$ cat src/rtl/uart_fifo_pkg.sv
// Shared UART FIFO constants: default storage geometry used by the FIFO top, its controller and the bench.
package uart_fifo_pkg;

    localparam int ADDR_WIDTH = 5;
    localparam int DATA_BITS  = 9;

endpackage : uart_fifo_pkg

$ cat src/rtl/uart_fifo_ptr.sv
// Wrapping FIFO pointer with an extra wrap bit; advances one edge after inc, async reset to zero.
// No backpressure of its own: the controller only asserts inc for accepted operations.
module uart_fifo_ptr #(
    parameter int addr_width = 5
) (
    input  logic                clk,
    input  logic                reset_n,
    input  logic                inc,
    output logic [addr_width:0] ptr
);

    logic [addr_width:0] ptr_q;
    logic [addr_width:0] ptr_d;

    // Natural binary wrap of the extra MSB is what keeps full/empty distinguishable.
    always_comb begin
        ptr_d = ptr_q;
        if (inc) begin
            ptr_d = ptr_q + {{addr_width{1'b0}}, 1'b1};
        end
    end

    always_ff @(posedge clk or negedge reset_n) begin
        if (!reset_n) begin
            ptr_q <= '0;
        end else begin
            ptr_q <= ptr_d;
        end
    end

    assign ptr = ptr_q;

endmodule : uart_fifo_ptr

$ cat src/rtl/uart_fifo_ctrl.sv
// UART FIFO pointer/status controller: w_en is combinational in the request cycle, status updates one edge later.
// A push while full without a pop is dropped (overflow); a pop while empty is ignored (underflow).
module uart_fifo_ctrl
    import uart_fifo_pkg::*;
#(
    parameter int addr_width = ADDR_WIDTH,
    parameter int AF_LEVEL   = 2**addr_width - 2,
    parameter int AE_LEVEL   = 2
) (
    input  logic                  clk,
    input  logic                  reset_n,
    input  logic                  wr,
    input  logic                  rd,
    input  logic                  clr_err,
    output logic                  w_en,
    output logic [addr_width-1:0] w_addr,
    output logic [addr_width-1:0] r_addr,
    output logic                  full,
    output logic                  empty,
    output logic                  almost_full,
    output logic                  almost_empty,
    output logic [addr_width:0]   count,
    output logic                  overflow,
    output logic                  underflow
);

    localparam int CW = addr_width + 1;
    localparam logic [CW-1:0] AF_LVL = CW'(AF_LEVEL);
    localparam logic [CW-1:0] AE_LVL = CW'(AE_LEVEL);

    logic [CW-1:0] w_ptr;
    logic [CW-1:0] r_ptr;
    logic          wr_ok;
    logic          rd_ok;
    logic          ovf_set;
    logic          unf_set;
    logic          overflow_q;
    logic          overflow_d;
    logic          underflow_q;
    logic          underflow_d;

    uart_fifo_ptr #(.addr_width(addr_width)) u_w_ptr (
        .clk     (clk),
        .reset_n (reset_n),
        .inc     (wr_ok),
        .ptr     (w_ptr)
    );

    uart_fifo_ptr #(.addr_width(addr_width)) u_r_ptr (
        .clk     (clk),
        .reset_n (reset_n),
        .inc     (rd_ok),
        .ptr     (r_ptr)
    );

    // A pop frees the slot in the same edge, so a push alongside it is accepted even when full.
    always_comb begin
        wr_ok       = wr & (~full | rd);
        rd_ok       = rd & ~empty;
        ovf_set     = wr & full & ~rd;
        unf_set     = rd & empty;
        overflow_d  = ovf_set | (overflow_q & ~clr_err);
        underflow_d = unf_set | (underflow_q & ~clr_err);
    end

    always_ff @(posedge clk or negedge reset_n) begin
        if (!reset_n) begin
            overflow_q  <= 1'b0;
            underflow_q <= 1'b0;
        end else begin
            overflow_q  <= overflow_d;
            underflow_q <= underflow_d;
        end
    end

    // Gate with reset so storage is never written while the pointers are held.
    assign w_en = wr_ok & reset_n;

    always_comb begin
        w_addr       = w_ptr[addr_width-1:0];
        r_addr       = r_ptr[addr_width-1:0];
        empty        = (w_ptr == r_ptr);
        full         = (w_ptr[addr_width] != r_ptr[addr_width]) &&
                       (w_ptr[addr_width-1:0] == r_ptr[addr_width-1:0]);
        count        = w_ptr - r_ptr;
        almost_full  = (count >= AF_LVL);
        almost_empty = (count <= AE_LVL);
        overflow     = overflow_q;
        underflow    = underflow_q;
    end

endmodule : uart_fifo_ctrl

$ cat config.mk
export PLATFORM = sky130hd
export DESIGN_NAME = uart_fifo_ctrl
export DESIGN_NICKNAME = d
export VERILOG_FILES = /design/src/rtl/uart_fifo_pkg.sv /design/src/rtl/uart_fifo_ptr.sv /design/src/rtl/uart_fifo_ctrl.sv
export SDC_FILE = /design/constraint.sdc
export NUM_CORES = 1
export LEC_CHECK = 0
export CAP_MARGIN = 20
export CORE_UTILIZATION = 55
export DETAILED_ROUTE_END_ITERATION = 16
export DONT_BUFFER_PORTS = 1
export PLACE_DENSITY = 0.68
export SYNTH_ARGS = -nofsm -noshare
export SYNTH_HDL_FRONTEND = slang
export SYNTH_HIERARCHICAL = 1
export SYNTH_SLANG_ARGS = --single-unit
$ cat constraint.sdc
create_clock -name clk -period 3.3 [get_ports clk]
set_input_delay 0.825 -clock clk [delete_from_list [all_inputs] [get_ports clk]]
set_output_delay 0.825 -clock clk [all_outputs]
set_load 0.02 [all_outputs]
==> flow_summary.html <==
<table>
<tr><th>Metric</th><th>Value</th></tr>
<tr><th colspan="2">Outcome</th></tr>
<tr><td>Status</td><td>completed</td></tr>
<tr><th colspan="2">Setup path</th></tr>
<tr><td>Worst setup path startpoint</td><td>u_w_ptr/ptr[2]</td></tr>
<tr><td>Reg-to-reg startpoint</td><td>u_w_ptr/ptr[1]</td></tr>
<tr><td>Required time reported for the critical path endpoint</td><td>2.47 ns</td></tr>
<tr><td>Crit path max fanout</td><td>5</td></tr>
<tr><td>Number of cells on the worst reg-to-reg path</td><td>8</td></tr>
<tr><td>Worst-case register-to-register setup slack</td><td>0.97 ns</td></tr>
<tr><td>Reg-to-reg critical path endpoint</td><td>u_r_ptr/ptr[5]</td></tr>
<tr><td>Critical path endpoint category</td><td>output port</td></tr>
<tr><td>Arrival time of the worst setup path</td><td>2.39 ns</td></tr>
<tr><td>Kind of start point of the critical path</td><td>flip-flop</td></tr>
<tr><td>Worst setup path category</td><td>flip-flop to output port</td></tr>
<tr><th colspan="2">Timing</th></tr>
<tr><td>Max-slew violation count</td><td>0</td></tr>
<tr><td>Number of failing hold endpoints at the final stage</td><td>0</td></tr>
<tr><td>Final count of negative-setup-slack endpoints</td><td>0</td></tr>
<tr><td>Clk_skew</td><td>0.00480 ns</td></tr>
<tr><td>Post-route clock period utilization</td><td>97.4%</td></tr>
<tr><td>Tightest Pin Transition</td><td>0.605 ns</td></tr>
<tr><td>Final min period</td><td>3.21 ns</td></tr>
<tr><td>Max-slew headroom</td><td>59.6%</td></tr>
<tr><td>Max Fclk</td><td>311 MHz</td></tr>
<tr><td>Final worst-path setup slack</td><td>0.0874 ns</td></tr>
<tr><th colspan="2">Detailed routing</th></tr>
<tr><td>Number of nets still failing antenna checks after routing</td><td>0</td></tr>
<tr><td>Drt initial violations</td><td>9</td></tr>
<tr><td>First drt pass iteration count</td><td>4</td></tr>
<tr><td>Remaining design rule violation count</td><td>0</td></tr>
<tr><td>Drt wl/cell</td><td>15.2 um</td></tr>
<tr><td>DR vias/cell</td><td>5.64</td></tr>
<tr><td>Detailed-route wire length</td><td>1700 um</td></tr>
<tr><td>Detailed-route via count</td><td>632</td></tr>
<tr><th colspan="2">Floorplanning</th></tr>
<tr><td>I/O pin count</td><td>28</td></tr>
<tr><td>Floorplan die area</td><td>1800 um2</td></tr>
<tr><td>Row count</td><td>14</td></tr>
<tr><td>Height of the die</td><td>42.4 um</td></tr>
<tr><td>Die Wd</td><td>42.4 um</td></tr>
<tr><td>Core Footprint</td><td>1520 um2</td></tr>
<tr><td>Initial Utilization</td><td>59.0%</td></tr>
<tr><th colspan="2">GRT</th></tr>
<tr><td>Number of antenna violations at the first check in global routing</td><td>0</td></tr>
<tr><td>Largest net degree at the start of global routing</td><td>16</td></tr>
<tr><td>Sum of overflow across all layers after global routing</td><td>0</td></tr>
<tr><td>First-pass GRT wire length</td><td>2690 um</td></tr>
<tr><td>Number of global-route vias before repair</td><td>601</td></tr>
<tr><td>Total track usage</td><td>20.6%</td></tr>
<tr><th colspan="2">Hold path</th></tr>
<tr><td>Tightest Hold Check Type</td><td>input port to asynchronous set/reset pin</td></tr>
<tr><th colspan="2">Clocking</th></tr>
<tr><td>Clock network latency to the later pin of the worst-skew pair</td><td>0.28 ns</td></tr>
<tr><td>Number of gates given a new drive strength after cts</td><td>0</td></tr>
<tr><td>Maximum clock insertion buffer count</td><td>2</td></tr>
<tr><td>Root buffer selected by CTS</td><td>sky130_fd_sc_hd__clkbuf_4</td></tr>
<tr><td>Clock tree from TritonCTS</td><td>yes</td></tr>
<tr><td>Depth of the CTS H-tree</td><td>1</td></tr>
<tr><td>Number of buffers added by the clock tree synthesis step</td><td>3</td></tr>
<tr><td>Total setup buffers inserted after CTS</td><td>0</td></tr>
<tr><td>Clock-pin slew on the worst setup and hold paths</td><td>0.09 ns</td></tr>
<tr><td>Post-CTS Hold Fix Bufs</td><td>0</td></tr>
<tr><td>CTS Sinks</td><td>14</td></tr>
<tr><th colspan="2">Yosys</th></tr>
<tr><td>Synth area leaders</td><td>sky130_fd_sc_hd__dfrtp_1, sky130_fd_sc_hd__ha_1, sky130_fd_sc_hd__xnor2_1</td></tr>
<tr><td>Sequential-to-total area share from yosys stat</td><td>38.9%</td></tr>
<tr><td>Post-synthesis async set-or-reset flop share</td><td>100%</td></tr>
<tr><td>Leading cell type by number of instances after synthesis</td><td>sky130_fd_sc_hd__dfrtp_1</td></tr>
<tr><td>Flip-flop and latch count after synthesis</td><td>14</td></tr>
<tr><td>Portion of synthesized cell area occupied by the leading cell type</td><td>38.9%</td></tr>
<tr><td>Number of enable-type register cells in the synthesized netlist</td><td>0</td></tr>
<tr><td>Area leader, netlist</td><td>sky130_fd_sc_hd__dfrtp_1</td></tr>
<tr><td>Top flip-flop cell by instance count after synthesis</td><td>sky130_fd_sc_hd__dfrtp_1</td></tr>
<tr><td>Mapped Cells</td><td>85</td></tr>
<tr><td>Count of unique library cells instantiated by Yosys</td><td>29</td></tr>
<tr><td>Number of warning messages in the yosys log</td><td>6</td></tr>
<tr><td>Post-Synthesis Net Count</td><td>98</td></tr>
<tr><td>Most frequent cells after synthesis</td><td>sky130_fd_sc_hd__dfrtp_1, sky130_fd_sc_hd__inv_1, sky130_fd_sc_hd__ha_1, sky130_fd_sc_hd__xnor2_1, sky130_fd_sc_hd__nor2_1</td></tr>
<tr><td>Synthesized area per cell</td><td>10.6 um2</td></tr>
<tr><td>Netlist Area Pre-Place</td><td>900 um2</td></tr>
<tr><th colspan="2">Finish</th></tr>
<tr><td>Fraction of layout instances using a drive strength above 1</td><td>28.1%</td></tr>
<tr><td>Growth of design area from synthesis to finish</td><td>12.9%</td></tr>
<tr><td>Core utilization of the finished layout</td><td>66.7%</td></tr>
<tr><td>Antenna Cells</td><td>0</td></tr>
<tr><td>Net count of the finished layout</td><td>110</td></tr>
<tr><th colspan="2">Placed design</th></tr>
<tr><td>Routability Congestion</td><td>0.772</td></tr>
<tr><td>Post-Place Worst Slack</td><td>0.325 ns</td></tr>
<tr><td># port buffers</td><td>0</td></tr>
<tr><td>Total half-perimeter wirelength after legalization and detailed placement</td><td>1310 um</td></tr>
<tr><th colspan="2">Job</th></tr>
<tr><td>Number of max-cap violations</td><td>0</td></tr>
</table>
-- state kept, by name, indices dropped and copies added (netlist names) --
| signal | flops |
|---|---|
| overflow | 1 |
| u_r_ptr/ptr | 6 |
| u_w_ptr/ptr | 6 |
| underflow | 1 |
-- area by class of cell --
| type | instances | area [um2] |
|---|---|---|
| Tap cell | 16 | 20.0 |
| Inverter | 9 | 33.8 |
| Clock buffer | 4 | 36.3 |
| Fill cell | 129 | 508 |
| Sequential cell | 14 | 354 |
| Timing Repair Buffer | 7 | 52.6 |
| Multi-Input combinational cell | 62 | 519 |
-- per-stage QoR --
| stage | instances | hold WS (ns) | instance area [um2] | setup TNS, ns |
|---|---|---|---|---|
| 6_report | 112 | 0.230 | 1020 | 0 |
| 2_1_floorplan | 85 | 0.529 | 900 | 0 |
| 3_3_place_gp | 108 | 0.530 | 972 | 0 |
| 4_1_cts | 112 | 0.218 | 1010 | 0 |
| 3_5_place_dp | 108 | 0.530 | 972 | 0 |
| 5_1_grt | 112 | 0.198 | 1020 | -0.0197 |
-- worst max-delay path, cell delays in order, from the launching register on --
cell	delay (ns)
sky130_fd_sc_hd__dfrtp_2	0.49
sky130_fd_sc_hd__ha_1	0.38
sky130_fd_sc_hd__o21ai_1	0.21
sky130_fd_sc_hd__a21oi_2	0.07
sky130_fd_sc_hd__or4_4	0.48
sky130_fd_sc_hd__o311ai_2	0.18
sky130_fd_sc_hd__nor4b_2	0.11
sky130_fd_sc_hd__buf_4	0.18
-- layout by cell type, fill, tap and decap left out, types with 2 or more instances in the layout --
cell	n
sky130_fd_sc_hd__nor2_2	2
sky130_fd_sc_hd__nand4_1	2
sky130_fd_sc_hd__ha_1	7
sky130_fd_sc_hd__dfrtp_2	3
sky130_fd_sc_hd__xnor2_1	7
sky130_fd_sc_hd__clkbuf_4	3
sky130_fd_sc_hd__xor2_1	5
sky130_fd_sc_hd__mux2_2	2
sky130_fd_sc_hd__a22o_1	2
sky130_fd_sc_hd__buf_4	7
sky130_fd_sc_hd__nand2_1	5
sky130_fd_sc_hd__nor2_1	6
sky130_fd_sc_hd__a21oi_1	4
sky130_fd_sc_hd__inv_1	9
sky130_fd_sc_hd__nand4_2	2
sky130_fd_sc_hd__nor2b_1	2
sky130_fd_sc_hd__dfrtp_1	11
-- how the worst max path moves through the flow --
stage | end | depth (start not counted)
CTS | almost_empty | 8
global route | almost_empty | 7
detailed placement | almost_empty | 8
floorplan | almost_empty | 7
finish | almost_empty | 7
global placement | almost_empty | 8
-- logic make-up (layout without fill, tap and decap cells) --
| logic type | after synthesis | after routing | synth area share [%] |
|---|---|---|---|
| xor gates and xnor gates | 14 | 14 | 15.3 |
| DFF | 14 | 14 | 38.9 |
| muxes | 2 | 2 | 2.50 |
| AOI/OAI and AO/OA | 12 | 12 | 9.88 |
| adders and majority gates | 8 | 8 | 12.0 |
| and+or+nand+nor | 26 | 26 | 17.7 |
| buffers and inverters | 9 | 20 | 3.75 |
-- per-layer routing --
metal	wire length [um]	GRT usage, %	vias up
met4	19	9.38	0
met3	83	3.02	2
met5	0	0	-
met2	768	31.1	19
met1	827	29.2	297
li1	-	-	314
Power is not shown: default switching activity piles up to over one toggle a cycle in this logic, so the estimate is an artifact.
